## src/rtl/pipe_front_regs_if.sv

```systemverilog
// pipe_front_regs_if: control/data bundle between the hazard unit, fetch and the front-end register bank.
//   instr_in, redirect_target          : fetched word and branch/jump target
//   stall_flush_IR2, stall_flush_IR3   : per-stage stall/flush control words
//   PC_stall, PC2_stall                : hold fetch PC / hold PC2
//   pc_out, pc2, ir2, pc3, ir3         : fetch address and stage PC/instruction registers
//   valid2, valid3                     : stage holds a real (non-bubble) instruction
//   stall_cnt, flush_cnt               : saturating event counters
//   stall_timeout, protocol_err        : sticky debug flags
// master = control/fetch side, slave = register bank.
interface pipe_front_regs_if #(
    parameter int XLEN  = 32,
    parameter int CNT_W = 16
);
    logic [XLEN-1:0]  instr_in;
    logic [XLEN-1:0]  redirect_target;
    logic [1:0]       stall_flush_IR2;
    logic             stall_flush_IR3;
    logic             PC_stall;
    logic             PC2_stall;
    logic [XLEN-1:0]  pc_out;
    logic [XLEN-1:0]  pc2;
    logic [XLEN-1:0]  ir2;
    logic [XLEN-1:0]  pc3;
    logic [XLEN-1:0]  ir3;
    logic             valid2;
    logic             valid3;
    logic [CNT_W-1:0] stall_cnt;
    logic [CNT_W-1:0] flush_cnt;
    logic             stall_timeout;
    logic             protocol_err;

    modport master (
        output instr_in, redirect_target, stall_flush_IR2, stall_flush_IR3, PC_stall, PC2_stall,
        input  pc_out, pc2, ir2, pc3, ir3, valid2, valid3, stall_cnt, flush_cnt, stall_timeout, protocol_err
    );

    modport slave (
        input  instr_in, redirect_target, stall_flush_IR2, stall_flush_IR3, PC_stall, PC2_stall,
        output pc_out, pc2, ir2, pc3, ir3, valid2, valid3, stall_cnt, flush_cnt, stall_timeout, protocol_err
    );
endinterface

```

## src/rtl/pipe_front_regs.sv

```systemverilog
// pipe_front_regs: fetch PC, IF/ID and ID/EX registers driven by the stall/flush control word.
//   clk    : rising-edge clock
//   rst_n  : synchronous active-low reset
//   bus    : pipe_front_regs_if.slave (controls in; PC/IR stages, counters and flags out)
module pipe_front_regs #(
    parameter int              XLEN      = 32,
    parameter logic [XLEN-1:0] RESET_PC  = '0,
    parameter logic [XLEN-1:0] NOP_WORD  = '0,
    parameter int              PC_INC    = 4,
    parameter int              CNT_W     = 16,
    parameter int              MAX_STALL = 8
) (
    input logic              clk,
    input logic              rst_n,
    pipe_front_regs_if.slave bus
);
    localparam int RUN_W = $clog2(MAX_STALL + 1);

    logic [XLEN-1:0]  pc_q, pc_d, pc2_q, pc2_d, ir2_q, ir2_d, pc3_q, pc3_d, ir3_q, ir3_d;
    logic             v2_q, v2_d, v3_q, v3_d, tmo_q, tmo_d, perr_q, perr_d;
    logic [CNT_W-1:0] stall_cnt_q, stall_cnt_d, flush_cnt_q, flush_cnt_d;
    logic [RUN_W-1:0] run_q, run_d;
    logic             adv, flush, hold, stall;

    always_comb begin
        adv         = bus.stall_flush_IR2 == 2'b00;
        flush       = bus.stall_flush_IR2 == 2'b01;
        stall       = bus.stall_flush_IR2 == 2'b10;
        // the illegal code 11 behaves as a hold for the stage and the watchdog
        hold        = bus.stall_flush_IR2[1];
        pc_d        = flush ? bus.redirect_target : bus.PC_stall ? pc_q : pc_q + XLEN'(PC_INC);
        ir2_d       = flush ? NOP_WORD : adv ? bus.instr_in : ir2_q;
        v2_d        = flush ? 1'b0 : adv ? 1'b1 : v2_q;
        pc2_d       = flush ? '0 : (adv && !bus.PC2_stall) ? pc_q : pc2_q;
        // ID/EX always sees pre-edge IF/ID contents
        ir3_d       = bus.stall_flush_IR3 ? NOP_WORD : ir2_q;
        pc3_d       = bus.stall_flush_IR3 ? '0 : pc2_q;
        v3_d        = bus.stall_flush_IR3 ? 1'b0 : v2_q;
        stall_cnt_d = (stall && !(&stall_cnt_q)) ? stall_cnt_q + CNT_W'(1) : stall_cnt_q;
        flush_cnt_d = (flush && !(&flush_cnt_q)) ? flush_cnt_q + CNT_W'(1) : flush_cnt_q;
        run_d       = !hold ? '0 : (run_q == RUN_W'(MAX_STALL)) ? run_q : run_q + RUN_W'(1);
        // trips on the same edge that completes the MAX_STALL-th hold
        tmo_d       = tmo_q | (run_d == RUN_W'(MAX_STALL));
        perr_d      = perr_q | (bus.stall_flush_IR2 == 2'b11) | (adv & bus.PC_stall) | (stall & !bus.PC_stall);
    end

    always_ff @(posedge clk) begin
        if (!rst_n) begin
            pc_q        <= RESET_PC;
            pc2_q       <= '0;
            ir2_q       <= NOP_WORD;
            v2_q        <= 1'b0;
            pc3_q       <= '0;
            ir3_q       <= NOP_WORD;
            v3_q        <= 1'b0;
            stall_cnt_q <= '0;
            flush_cnt_q <= '0;
            run_q       <= '0;
            tmo_q       <= 1'b0;
            perr_q      <= 1'b0;
        end else begin
            pc_q        <= pc_d;
            pc2_q       <= pc2_d;
            ir2_q       <= ir2_d;
            v2_q        <= v2_d;
            pc3_q       <= pc3_d;
            ir3_q       <= ir3_d;
            v3_q        <= v3_d;
            stall_cnt_q <= stall_cnt_d;
            flush_cnt_q <= flush_cnt_d;
            run_q       <= run_d;
            tmo_q       <= tmo_d;
            perr_q      <= perr_d;
        end
    end

    assign bus.pc_out        = pc_q;
    assign bus.pc2           = pc2_q;
    assign bus.ir2           = ir2_q;
    assign bus.valid2        = v2_q;
    assign bus.pc3           = pc3_q;
    assign bus.ir3           = ir3_q;
    assign bus.valid3        = v3_q;
    assign bus.stall_cnt     = stall_cnt_q;
    assign bus.flush_cnt     = flush_cnt_q;
    assign bus.stall_timeout = tmo_q;
    assign bus.protocol_err  = perr_q;
endmodule
```

## src/flat_wrapper.sv

```systemverilog
// flat-port wrapper written by rule: the top's interface ports become plain ports
module pipe_front_regs_flat 
#(
    parameter int              XLEN      = 32,
    parameter logic [XLEN-1:0] RESET_PC  = '0,
    parameter logic [XLEN-1:0] NOP_WORD  = '0,
    parameter int              PC_INC    = 4,
    parameter int              CNT_W     = 16,
    parameter int              MAX_STALL = 8
)
  (clk, rst_n, bus_instr_in, bus_redirect_target, bus_stall_flush_IR2, bus_stall_flush_IR3, bus_PC_stall, bus_PC2_stall, bus_pc_out, bus_pc2, bus_ir2, bus_pc3, bus_ir3, bus_valid2, bus_valid3, bus_stall_cnt, bus_flush_cnt, bus_stall_timeout, bus_protocol_err);
  pipe_front_regs_if #(.XLEN(XLEN), .CNT_W(CNT_W)) bus_i ();
  input logic clk;
  input logic rst_n;
  input wire logic [$bits(bus_i.instr_in)-1:0] bus_instr_in;
  input wire logic [$bits(bus_i.redirect_target)-1:0] bus_redirect_target;
  input wire logic [$bits(bus_i.stall_flush_IR2)-1:0] bus_stall_flush_IR2;
  input wire logic [$bits(bus_i.stall_flush_IR3)-1:0] bus_stall_flush_IR3;
  input wire logic [$bits(bus_i.PC_stall)-1:0] bus_PC_stall;
  input wire logic [$bits(bus_i.PC2_stall)-1:0] bus_PC2_stall;
  output wire logic [$bits(bus_i.pc_out)-1:0] bus_pc_out;
  output wire logic [$bits(bus_i.pc2)-1:0] bus_pc2;
  output wire logic [$bits(bus_i.ir2)-1:0] bus_ir2;
  output wire logic [$bits(bus_i.pc3)-1:0] bus_pc3;
  output wire logic [$bits(bus_i.ir3)-1:0] bus_ir3;
  output wire logic [$bits(bus_i.valid2)-1:0] bus_valid2;
  output wire logic [$bits(bus_i.valid3)-1:0] bus_valid3;
  output wire logic [$bits(bus_i.stall_cnt)-1:0] bus_stall_cnt;
  output wire logic [$bits(bus_i.flush_cnt)-1:0] bus_flush_cnt;
  output wire logic [$bits(bus_i.stall_timeout)-1:0] bus_stall_timeout;
  output wire logic [$bits(bus_i.protocol_err)-1:0] bus_protocol_err;
  assign bus_i.instr_in = bus_instr_in;
  assign bus_i.redirect_target = bus_redirect_target;
  assign bus_i.stall_flush_IR2 = bus_stall_flush_IR2;
  assign bus_i.stall_flush_IR3 = bus_stall_flush_IR3;
  assign bus_i.PC_stall = bus_PC_stall;
  assign bus_i.PC2_stall = bus_PC2_stall;
  assign bus_pc_out = bus_i.pc_out;
  assign bus_pc2 = bus_i.pc2;
  assign bus_ir2 = bus_i.ir2;
  assign bus_pc3 = bus_i.pc3;
  assign bus_ir3 = bus_i.ir3;
  assign bus_valid2 = bus_i.valid2;
  assign bus_valid3 = bus_i.valid3;
  assign bus_stall_cnt = bus_i.stall_cnt;
  assign bus_flush_cnt = bus_i.flush_cnt;
  assign bus_stall_timeout = bus_i.stall_timeout;
  assign bus_protocol_err = bus_i.protocol_err;
  pipe_front_regs #(.XLEN(XLEN), .RESET_PC(RESET_PC), .NOP_WORD(NOP_WORD), .PC_INC(PC_INC), .CNT_W(CNT_W), .MAX_STALL(MAX_STALL)) u_core (.clk(clk), .rst_n(rst_n), .bus(bus_i));
endmodule
```

## config.mk

```make
export PLATFORM = sky130hd
export DESIGN_NAME = pipe_front_regs_flat
export DESIGN_NICKNAME = d
export VERILOG_FILES = /design/src/rtl/pipe_front_regs_if.sv /design/src/rtl/pipe_front_regs.sv /design/src/flat_wrapper.sv
export SDC_FILE = /design/constraint.sdc
export NUM_CORES = 1
export LEC_CHECK = 0
export ABC_AREA = 1
export CORE_AREA = 2 2 139 141
export CTS_CLUSTER_DIAMETER = 60
export DETAILED_ROUTE_END_ITERATION = 6
export DIE_AREA = 0 0 141 143
export PLACE_DENSITY_LB_ADDON = 0.1
export SLEW_MARGIN = 30
export SYNTH_ARGS = -nofsm -noshare
export SYNTH_HDL_FRONTEND = slang
export SYNTH_SLANG_ARGS = --single-unit
```

## constraint.sdc

```tcl
create_clock -name clk -period 3.9 [get_ports clk]
set_clock_uncertainty 0.1 [all_clocks]
set_input_delay 0.585 -clock clk [delete_from_list [all_inputs] [get_ports clk]]
set_output_delay 0.585 -clock clk [all_outputs]
set_load 0.01 [all_outputs]
```

==> results.py <==
metrics = {
    "run_status": {
        "status": "finished, final reports clean",
    },
    "finish": {
        "drive_gt1_share_pct": 5.119,
        "utilization_pct": 62.76,
        "syn_to_final_growth_pct": 41.66,
        "final_nets": 1450,
        "fill_cells": 1671,
        "diodes": 0,
    },
    "yosys": {
        "synth_compound_area_share_pct": 13.44,
        "muxShareOfSynthArea_pct": 0,
        "synth-main-ff-cell": "dfxtp_1",
        "netlist_area_um2": 8232,
        "synth_simple_gate_area_share_pct": 25.82,
        "synth_top_area_share_pct": 48.64,
        "post_synth.cell_area_avg_um2": 7.278,
        "synth_nets": 1207,
        "synthTopCellsByCount": "nand2_1, dfxtp_1, nor2_1, inv_1, a21oi_1",
        "synth_area_leaders": "dfxtp_1, nand2_1, nor2_1, inv_1, a21oi_1",
        "synthArstFlopShare_pct": 0,
        "syn_inst": 1131,
        "yosysMostFrequentCell": "nand2_1",
        "synth_fa_ha_area_share_pct": 0.7600,
        "synthXorXnorAreaFrac_pct": 1.809,
        "ys_ff_latch": 200,
        "synth_area_leader_cell": "dfxtp_1",
        "synth_cell_types": 37,
        "ys_seq_area_share_pct": 48.64,
        "synth_top_family_by_area": "simple AND/OR/NAND/NOR gates",
        "synth_edf_count": 0,
        "yosysWarnings": 0,
    },
    "worst_hold_path": {
        "min_path_cells": 2,
        "hold_path.class": "flop to flop",
        "hold_start": "u_core.bus.pc2[24]$_SDFFE_PP0P_",
        "holdPathEnd": "u_core.bus.pc3[24]$_SDFF_PP0_",
    },
    "critical_path": {
        "cp.arrival_ns": 2.59,
        "critPathMaxFanout": 19,
        "worst_setup_path_start_kind": "input pin",
        "r2r_slack_ns": 1.56,
        "crit-reg2reg-launch": "u_core.bus.stall_cnt[0]$_SDFFE_PN0P_",
        "reg2reg_depth": 8,
        "crit_chain": "clkdlybuf4s50_1 -> nand2_1 -> inv_1 -> buf_4 -> nor2_1 -> nand2_1 -> a21oi_1",
        "slowest_stage": "clkdlybuf4s50_1",
        "worst_ep_required_time_ns": 4.10,
        "worstSetupPathType": "input pin to flop",
        "reg2reg_to": "u_core.bus.stall_cnt[11]$_SDFFE_PN0P_",
        "cp_common_cell": "nand2_1",
        "critPathMaxStageDelay_ns": 0.70,
        "end_kind": "flop",
    },
    "sta": {
        "rsz0062_at_grt": "false",
        "maxSlewHeadroom_pct": 53.50,
        "fin_tns_setup_ns": 0,
        "fin_crit_sh_pct": 61.25,
        "worst_pin_slew_ns": 0.6959,
        "fmax_mhz": 418.6,
        "period_needed_ns": 2.389,
        "drv_slew": 0,
        "finalSetupViolations": 0,
        "hold_viol": 0,
    },
    "cts": {
        "htreeDepth": 4,
        "clockBufferDepth": 2,
        "post-cts-setup-buffers": 0,
        "cts_tree": "yes",
        "clock_sinks": 200,
        "hold_buffers": 0,
        "clock_latency_ns": 0.44,
        "root_buffer": "clkbuf_16",
        "clkTransAtPathRegs_ns": 0.08,
        "cts_resized": 0,
        "numCtsBuffers": 17,
    },
    "power_and_ir_drop": {
        "leakage_nw": 4.148,
        "vdd_drop_max_mv": 0.3037,
        "power.density_nw_per_um2": 377.8,
    },
    "floorplanning": {
        "die_w_um": 141,
        "num_io_pins": 267,
        "num_rows": 50,
        "die_y_um": 143,
        "core_um2": 18580,
        "dieArea_um2": 20160,
        "initial_core_util_pct": 44.30,
    },
    "global_routing": {
        "overflow": 0,
        "grt_pass1_vias": 7129,
        "grt_max_degree": 66,
        "grt_pass1_wl_mm": 37.12,
        "grt_usage_pct": 23.34,
        "antenna_found_initial": 0,
    },
    "detailed_routing": {
        "drc": 0,
        "dr.first_iter.drc_count": 559,
        "drt-wirelength-per-cell_um": 14.80,
        "ant_nets": 0,
        "via_per_inst": 4.932,
        "dr.pass1.iters": 5,
        "drt-total-wl_mm": 23.99,
        "vias": 7995,
    },
    "placed_design": {
        "portBuffers": 266,
        "place_congestion": 0.9244,
        "dp_hpwl_mm": 17.82,
    },
    "run": {
        "cap_violations": 0,
    },
}
[power breakdown]
part	leakage, nW	switching (W)	internal [W]
clock network	0.297	0.000880	0.000888
logic	2.23	0.000241	0.000232
registers	1.63	0.0000581	0.00211
[per-stage QoR]
stage,area (µm²),cells,setup WS (ns),hold slack (ns),total power [W]
floorplan,8232,1131,2.264,0.3617,0.002416
global placement,11050,1589,1.122,0.3306,0.002680
detailed placement,11050,1589,1.072,0.3322,0.002685
CTS,11660,1621,1.514,0.3455,0.004450
global route,11660,1621,1.299,0.3620,0.004579
finish,11660,1621,1.511,0.3472,0.004406
[worst max path at each step]
stage / startpoint / endpoint / slack, ns / cells after the start
2_1_floorplan: u_core.bus.stall_cnt[0]$_SDFFE_PN0P_ / u_core.bus.stall_cnt[7]$_SDFFE_PN0P_ / 2.26 / 9
3_3_place_gp: bus_PC_stall / u_core.bus.pc_out[23]$_SDFFE_PN0P_ / 1.12 / 7
3_5_place_dp: bus_stall_flush_IR2[1] / u_core.bus.pc_out[19]$_SDFFE_PN0P_ / 1.07 / 9
4_1_cts: u_core.bus.stall_cnt[0]$_SDFFE_PN0P_ / u_core.bus.stall_cnt[11]$_SDFFE_PN0P_ / 1.51 / 8
5_1_grt: u_core.bus.stall_cnt[0]$_SDFFE_PN0P_ / u_core.bus.stall_cnt[15]$_SDFFE_PN0P_ / 1.30 / 8
6_report: bus_PC_stall / u_core.bus.pc_out[19]$_SDFFE_PN0P_ / 1.51 / 7
[cell families after synthesis]
kind of cell | after synthesis
adders and majority gates | 5
xor gates and xnor gates | 17
DFF | 200
and+or+nand+nor | 502
buffers and inverters | 196
AOI/OAI and AO/OA | 211
[cells in the final DEF, fill, tap and decap left out, drive strengths merged]
cell type      netlist  final
a21oi              102    102
o21a                 1      1
nand3b               1      1
nor2               190    190
xnor2                8      8
clkinv               0      7
nor3                17     17
buf                 29      9
o31ai                2      2
a211oi               3      3
or2                  1      1
nand2              218    218
nand4               12     12
and2                 1      1
xor2                 9      9
ha                   5      5
nand3               59     59
o21ai               85     85
a311oi               1      1
clkbuf              22     18
nor3b                3      3
o211ai               8      8
a31oi                9      9
dfxtp              200    200
clkdlybuf4s50        0    266
inv                145    152
[flip-flops by register name, indices dropped and copies added (netlist names)]
register                  flops
u_core.bus.ir3               32
u_core.bus.stall_cnt         16
u_core.bus.protocol_err       1
u_core.bus.pc_out            32
u_core.bus.ir2               32
u_core.bus.valid2             1
u_core.run_q                  4
u_core.bus.pc2               32
u_core.bus.flush_cnt         16
u_core.bus.pc3               32
u_core.bus.valid3             1
u_core.bus.stall_timeout      1
[critical path, delay by kind of cell]
family / cells / cell delay [ns]
buf+inv: 3 / 1.43
compound gates: 1 / 0.05
simple gates: 3 / 0.50
[layout make-up]
| class | count | area [µm²] | share of cell area (%) |
|---|---|---|---|
| Clock buffer | 18 | 439.2 | 3.766 |
| Clock inverter | 14 | 172.7 | 1.481 |
| Inverter | 145 | 544.3 | 4.667 |
| Multi-Input combinational cell | 735 | 3453 | 29.61 |
| Sequential cell | 200 | 4004 | 34.33 |
| Tap cell | 234 | 292.8 | 2.511 |
| Timing Repair Buffer | 275 | 2755 | 23.63 |
[layer usage]
| layer | routed length [µm] | vias to the layer above | part of all wire [%] | GRT usage, % |
|---|---|---|---|---|
| li1 | - | 4076 | - | - |
| met1 | 10950 | 3620 | 46 | 31.34 |
| met2 | 11130 | 280 | 46 | 38.28 |
| met3 | 1656 | 19 | 6.9 | 5.500 |
| met4 | 257 | 0 | 1.1 | 5.526 |
| met5 | 0 | - | 0 | 0 |
Power figures use the tool's default switching activity.
==> patch 1 (config.mk and constraints unchanged) <==
Reset style: asynchronous (`rst_n`), changed in one clocked block. Comments in the files are not updated.
--- a/src/rtl/pipe_front_regs.sv
+++ b/src/rtl/pipe_front_regs.sv
@@ -44,7 +44,7 @@
         perr_d      = perr_q | (bus.stall_flush_IR2 == 2'b11) | (adv & bus.PC_stall) | (stall & !bus.PC_stall);
     end
 
-    always_ff @(posedge clk) begin
+    always_ff @(posedge clk or negedge rst_n) begin
         if (!rst_n) begin
             pc_q        <= RESET_PC;
             pc2_q       <= '0;
Formal check against the unedited RTL: differs if rst_n is asserted again (counterexample within 4 cycles, from zero or initial values and one cycle with rst_n low); with rst_n held inactive, the same outputs for 10 cycles.
==> patch 1 against the unedited design <==
Cell area rose by 6.8%. Hold slack got worse by 290 ps. Area after synthesis rose by 10%. Non-clock buffer count fell by 2. Worst setup slack got worse by 100 ps. Sequential cell count did not move. Wire length rose by 2.1%. Critical endpoint is now u_core.bus.pc_out[18]$_DFFE_PN0P_. Highest routed layer unchanged.
Power is not compared: it rests on default switching activity, and its combinational part moved more than twofold at a synthesized area within 25%.
==> patch 1: results (changes against the unedited design) <==
Worst setup path
  • Crit-path max FO: 31 (+12)
  • R2R Path Start: u_core.bus.stall_cnt[0]$_DFFE_PN0P_
  • Max incr delay on CP: 670 ps (-30 ps)
  • Worst setup path end: u_core.bus.pc_out[18]$_DFFE_PN0P_
  • Worst setup startpoint: bus_stall_flush_IR2[1]

Drt
  • DR vias: 7781 (-2.7%)
  • Met2 WL post-DR: 11700 um (+4.9%)
  • Routed WL: 24500 um (+2.1%)
  • Initial DRC count: 519 (-7.2%)
  • Met3 routed WL: 1950 um (+18%)
  • Via density: 5.03 (+2.0%)

Cells and area
  • Nets: 1376 (-5.1%)
  • Ratio of cells with drive above 1 in the final layout: 7.39% (+2.3 points)

Synthesis
  • Asr flop ratio synth: 100% (+100 points)
  • Mapped Cells: 1044 (-7.7%)
  • Most frequent cells after synthesis: 261 x nand2_1, 200 x dfrtp_1, 157 x nor2_1
  • Ranking of synthesized cells by area: dfrtp_1 55%, nand2_1 11%, nor2_1 6.5%
  • Primary FF master, synth: dfrtp_1
  • Mapped Nets: 1120 (-7.2%)
  • Sequential fraction of the synthesis area: 55.1% (+6.4 points)

Global route
  • Global-route wire length before repair: 39000 um (+5.2%)
  • GR Util met1: 32.4% (+1.1 points)
  • Met2 Use GR: 39.9% (+1.6 points)

STA
  • Worst-Margin Slew: 733 ps (+37.1 ps)
  • WHS: 59.8 ps (-287 ps)

Placement
  • Setup WS pre-CTS: 967 ps (-105 ps)
  • Dpl hpwl: 17600 um (-1.0%)

Status
  • Status: completed
-- patch 1: cell count changes after synthesis, moves of 8 or more --
cell / change
o22ai_1: +8
dfrtp_1: +200
a21oi_1: -94
inv_1: -8
nand2_1: +49
nor2_1: -19
buf_2: -8
o22ai_2: +30
a31oi_1: -8
o21ai_1: -8
clkbuf_1: -8
o21ai_0: -18
dfxtp_1: -200
-- patch 1: kinds of logic (layout without fill, tap and decap cells) --
logic type,Yosys count,in the layout,synth area share [%]
xor gates and xnor gates,26,26,2.51
AOI/OAI and AO/OA,115,115,9.21
DFF,200,200,55.1
buffers and inverters,177,446,8.54
adders and majority gates,5,5,0.688
and+or+nand+nor,521,521,24.0
-- patch 1: cell type report --
type / count / area [sq um]
Sequential cell: 200 / 5000
Multi-Input combinational cell: 667 / 3310
Fill cell: 1553 / 6130
Tap cell: 234 / 293
Clock inverter: 13 / 131
Inverter: 141 / 532
Timing Repair Buffer: 273 / 2740
Clock buffer: 19 / 443
==> patch 2 (same settings) <==
Without the edit above. `XLEN` is set to 32 in 3 places; all go to 24.
--- a/src/rtl/pipe_front_regs_if.sv
+++ b/src/rtl/pipe_front_regs_if.sv
@@ -8,7 +8,7 @@
 //   stall_timeout, protocol_err        : sticky debug flags
 // master = control/fetch side, slave = register bank.
 interface pipe_front_regs_if #(
-    parameter int XLEN  = 32,
+    parameter int XLEN  = 24,
     parameter int CNT_W = 16
 );
     logic [XLEN-1:0]  instr_in;
--- a/src/rtl/pipe_front_regs.sv
+++ b/src/rtl/pipe_front_regs.sv
@@ -3,7 +3,7 @@
 //   rst_n  : synchronous active-low reset
 //   bus    : pipe_front_regs_if.slave (controls in; PC/IR stages, counters and flags out)
 module pipe_front_regs #(
-    parameter int              XLEN      = 32,
+    parameter int              XLEN      = 24,
     parameter logic [XLEN-1:0] RESET_PC  = '0,
     parameter logic [XLEN-1:0] NOP_WORD  = '0,
     parameter int              PC_INC    = 4,
--- a/src/flat_wrapper.sv
+++ b/src/flat_wrapper.sv
@@ -1,7 +1,7 @@
 // flat-port wrapper written by rule: the top's interface ports become plain ports
 module pipe_front_regs_flat 
 #(
-    parameter int              XLEN      = 32,
+    parameter int              XLEN      = 24,
     parameter logic [XLEN-1:0] RESET_PC  = '0,
     parameter logic [XLEN-1:0] NOP_WORD  = '0,
     parameter int              PC_INC    = 4,
Interface: changed (7 resized); port bits go from 267 to 211. The function was not compared with the original's and may differ.
==> patch 2 against the unedited design <==
Wire length is 21% lower. Total power is 15% lower. Fmax is 4.1% lower. Worst setup slack worse by 100 ps. Area after synthesis is 19% lower. Sequential cell count is 40 lower. Non-clock buffer count is 58 lower. Cell area is 18% lower.
==> patch 2: results (changes against the unedited design) <==
CTS
  • CTS HTree Levels: 4 (unchanged)
  • Clock transition at path regs: 70 ps
  • Setup Fix Bufs, Post-CTS: 0 (unchanged)
  • CTS root buf: clkbuf_16
  • Number of CTS-inserted buffers: 17 (unchanged)
  • Clock Path Buffers: 2 (unchanged)
  • Clk_lat worst skew: 420 ps (-20 ps)
  • Post-CTS resize count: 0 (unchanged)
  • CTS sink count: 160 (-20%)

Drt
  • DR vias: 6340 (-21%)
  • Avg WL per Cell: 14.1 um (-4.9%)
  • Initial DRC count: 213 (-62%)
  • Drt pass-1 iters: 4 (-1)

Placement
  • GPL Wtd Cong: 0.848 (-8.3%)
  • Port Buffer Count: 210 (-21%)
  • Dpl hpwl: 13700 um (-23%)
  • Total placed instance area: 8940 sq um (-19%)

Status
  • Status: completed

Synthesis
  • Ranking of synthesized cells by area: dfxtp_1 48%, nand2_1 9.1%, nor2_1 7.2%
  • Post-synthesis mux area share: 0% (unchanged)
  • Compound-gate portion of the synthesized area: 13.7% (+0.31 points)
  • Synth cell types: 39 (+5.4%)
  • Xor/xnor share of the synthesized area: 1.96% (+0.15 points)
  • Asr flop ratio synth: 0% (unchanged)
  • Post-Synth Adder-Cell Area: 0.935% (+0.17 points)
  • Sequential fraction of the synthesis area: 47.9% (-0.77 points)
  • Most frequent cells after synthesis: 162 x nand2_1, 160 x dfxtp_1, 129 x nor2_1
  • Mapped Nets: 967 (-20%)
  • Primary FF master, synth: dfxtp_1
  • Ys Warns: 0 (unchanged)

Worst hold path
  • Worst min-delay path category: reg -> reg

Global route
  • GRT Total Usage: 19.2% (-4.2 points)
  • Global-route wire length before repair: 30400 um (-18%)
  • Initial antenna violation count: 0 (unchanged)
  • Number of global-route vias before repair: 5746 (-19%)
  • Largest net degree at the start of global routing: 50 (-24%)

Power and ir drop
  • Cell Int Power: 2.77 mW (-14%)
  • Static Leak: 3.45 nW (-17%)
  • Flop pwr share: 46.3% (-2.8 points)
  • Maximum VDD drop: 0.000298 V (-1.8%)
  • Share of total power in the clock network: 43.9% (+3.8 points)

Worst setup path
  • Worst path arrival time: 2740 ps (+150 ps)
  • Crit-path max FO: 49 (+30)
  • Crit path max-delay cell type: clkdlybuf4s50_1
  • Max incr delay on CP: 560 ps (-140 ps)
  • CP delay by family, top: buffers and inverters

STA
  • Worst-Margin Slew: 508 ps (-188 ps)

Cells and area
  • Nets: 1165 (-20%)
  • Number of diodes: 0 (unchanged)
  • Ratio of cells with drive above 1 in the final layout: 6.17% (+1.1 points)
  • Fillers: 1807 (+8.1%)
## patch 2: changes by cell type after synthesis, moves of 10 or more
cell	before	now
buf_2	17	7
o21ai_1	10	0
dfxtp_1	200	160
nor2_1	176	129
inv_1	141	116
nand2_1	212	162
a21oi_1	102	78
## patch 2: metrics by stage
step | hold slack [ps] | total power [mW] | utilization (%) | instances | worst slack (ps)
final | 341 | 3.74 | 51.2 | 1352 | 1410
after global placement | 331 | 2.13 | 48.0 | 1319 | 1020
after floorplan | 362 | 1.93 | - | 907 | 2180
after global routing | 360 | 3.89 | 51.2 | 1352 | 1170
after detailed placement | 331 | 2.14 | 48.1 | 1320 | 980
after CTS | 342 | 3.79 | 51.2 | 1352 | 1410
## patch 2: cell type report
class / count / share of cell area [%]
clock buffer: 18 / 4.51
clock inverter: 14 / 1.54
inverter: 123 / 4.85
multi-input combinational: 586 / 29.6
sequential: 160 / 33.7
tap: 234 / 3.08
timing repair buffer: 217 / 22.8
## patch 2: metal layers
metal  up-vias  track usage [%]  part of all wire [%]
li1       3302                -                     -
met1      2832             25.5                    47
met2       184             30.0                    44
met3        22             5.13                   6.4
met4         0             6.84                   1.8
met5         -                0                     0
## patch 2: final timing paths
path / start / to / slack [ps] / cells after the start
max reg2reg: u_core.bus.stall_cnt[0]$_SDFFE_PN0P_ / u_core.bus.stall_cnt[11]$_SDFFE_PN0P_ / 1780 / 9
min reg2reg: u_core.bus.pc2[5]$_SDFFE_PP0P_ / u_core.bus.pc3[5]$_SDFF_PP0_ / 340 / 2
min: u_core.bus.pc2[5]$_SDFFE_PP0P_ / u_core.bus.pc3[5]$_SDFF_PP0_ / 340 / 2
max: bus_stall_flush_IR2[1] / u_core.bus.pc2[8]$_SDFFE_PP0P_ / 1410 / 8
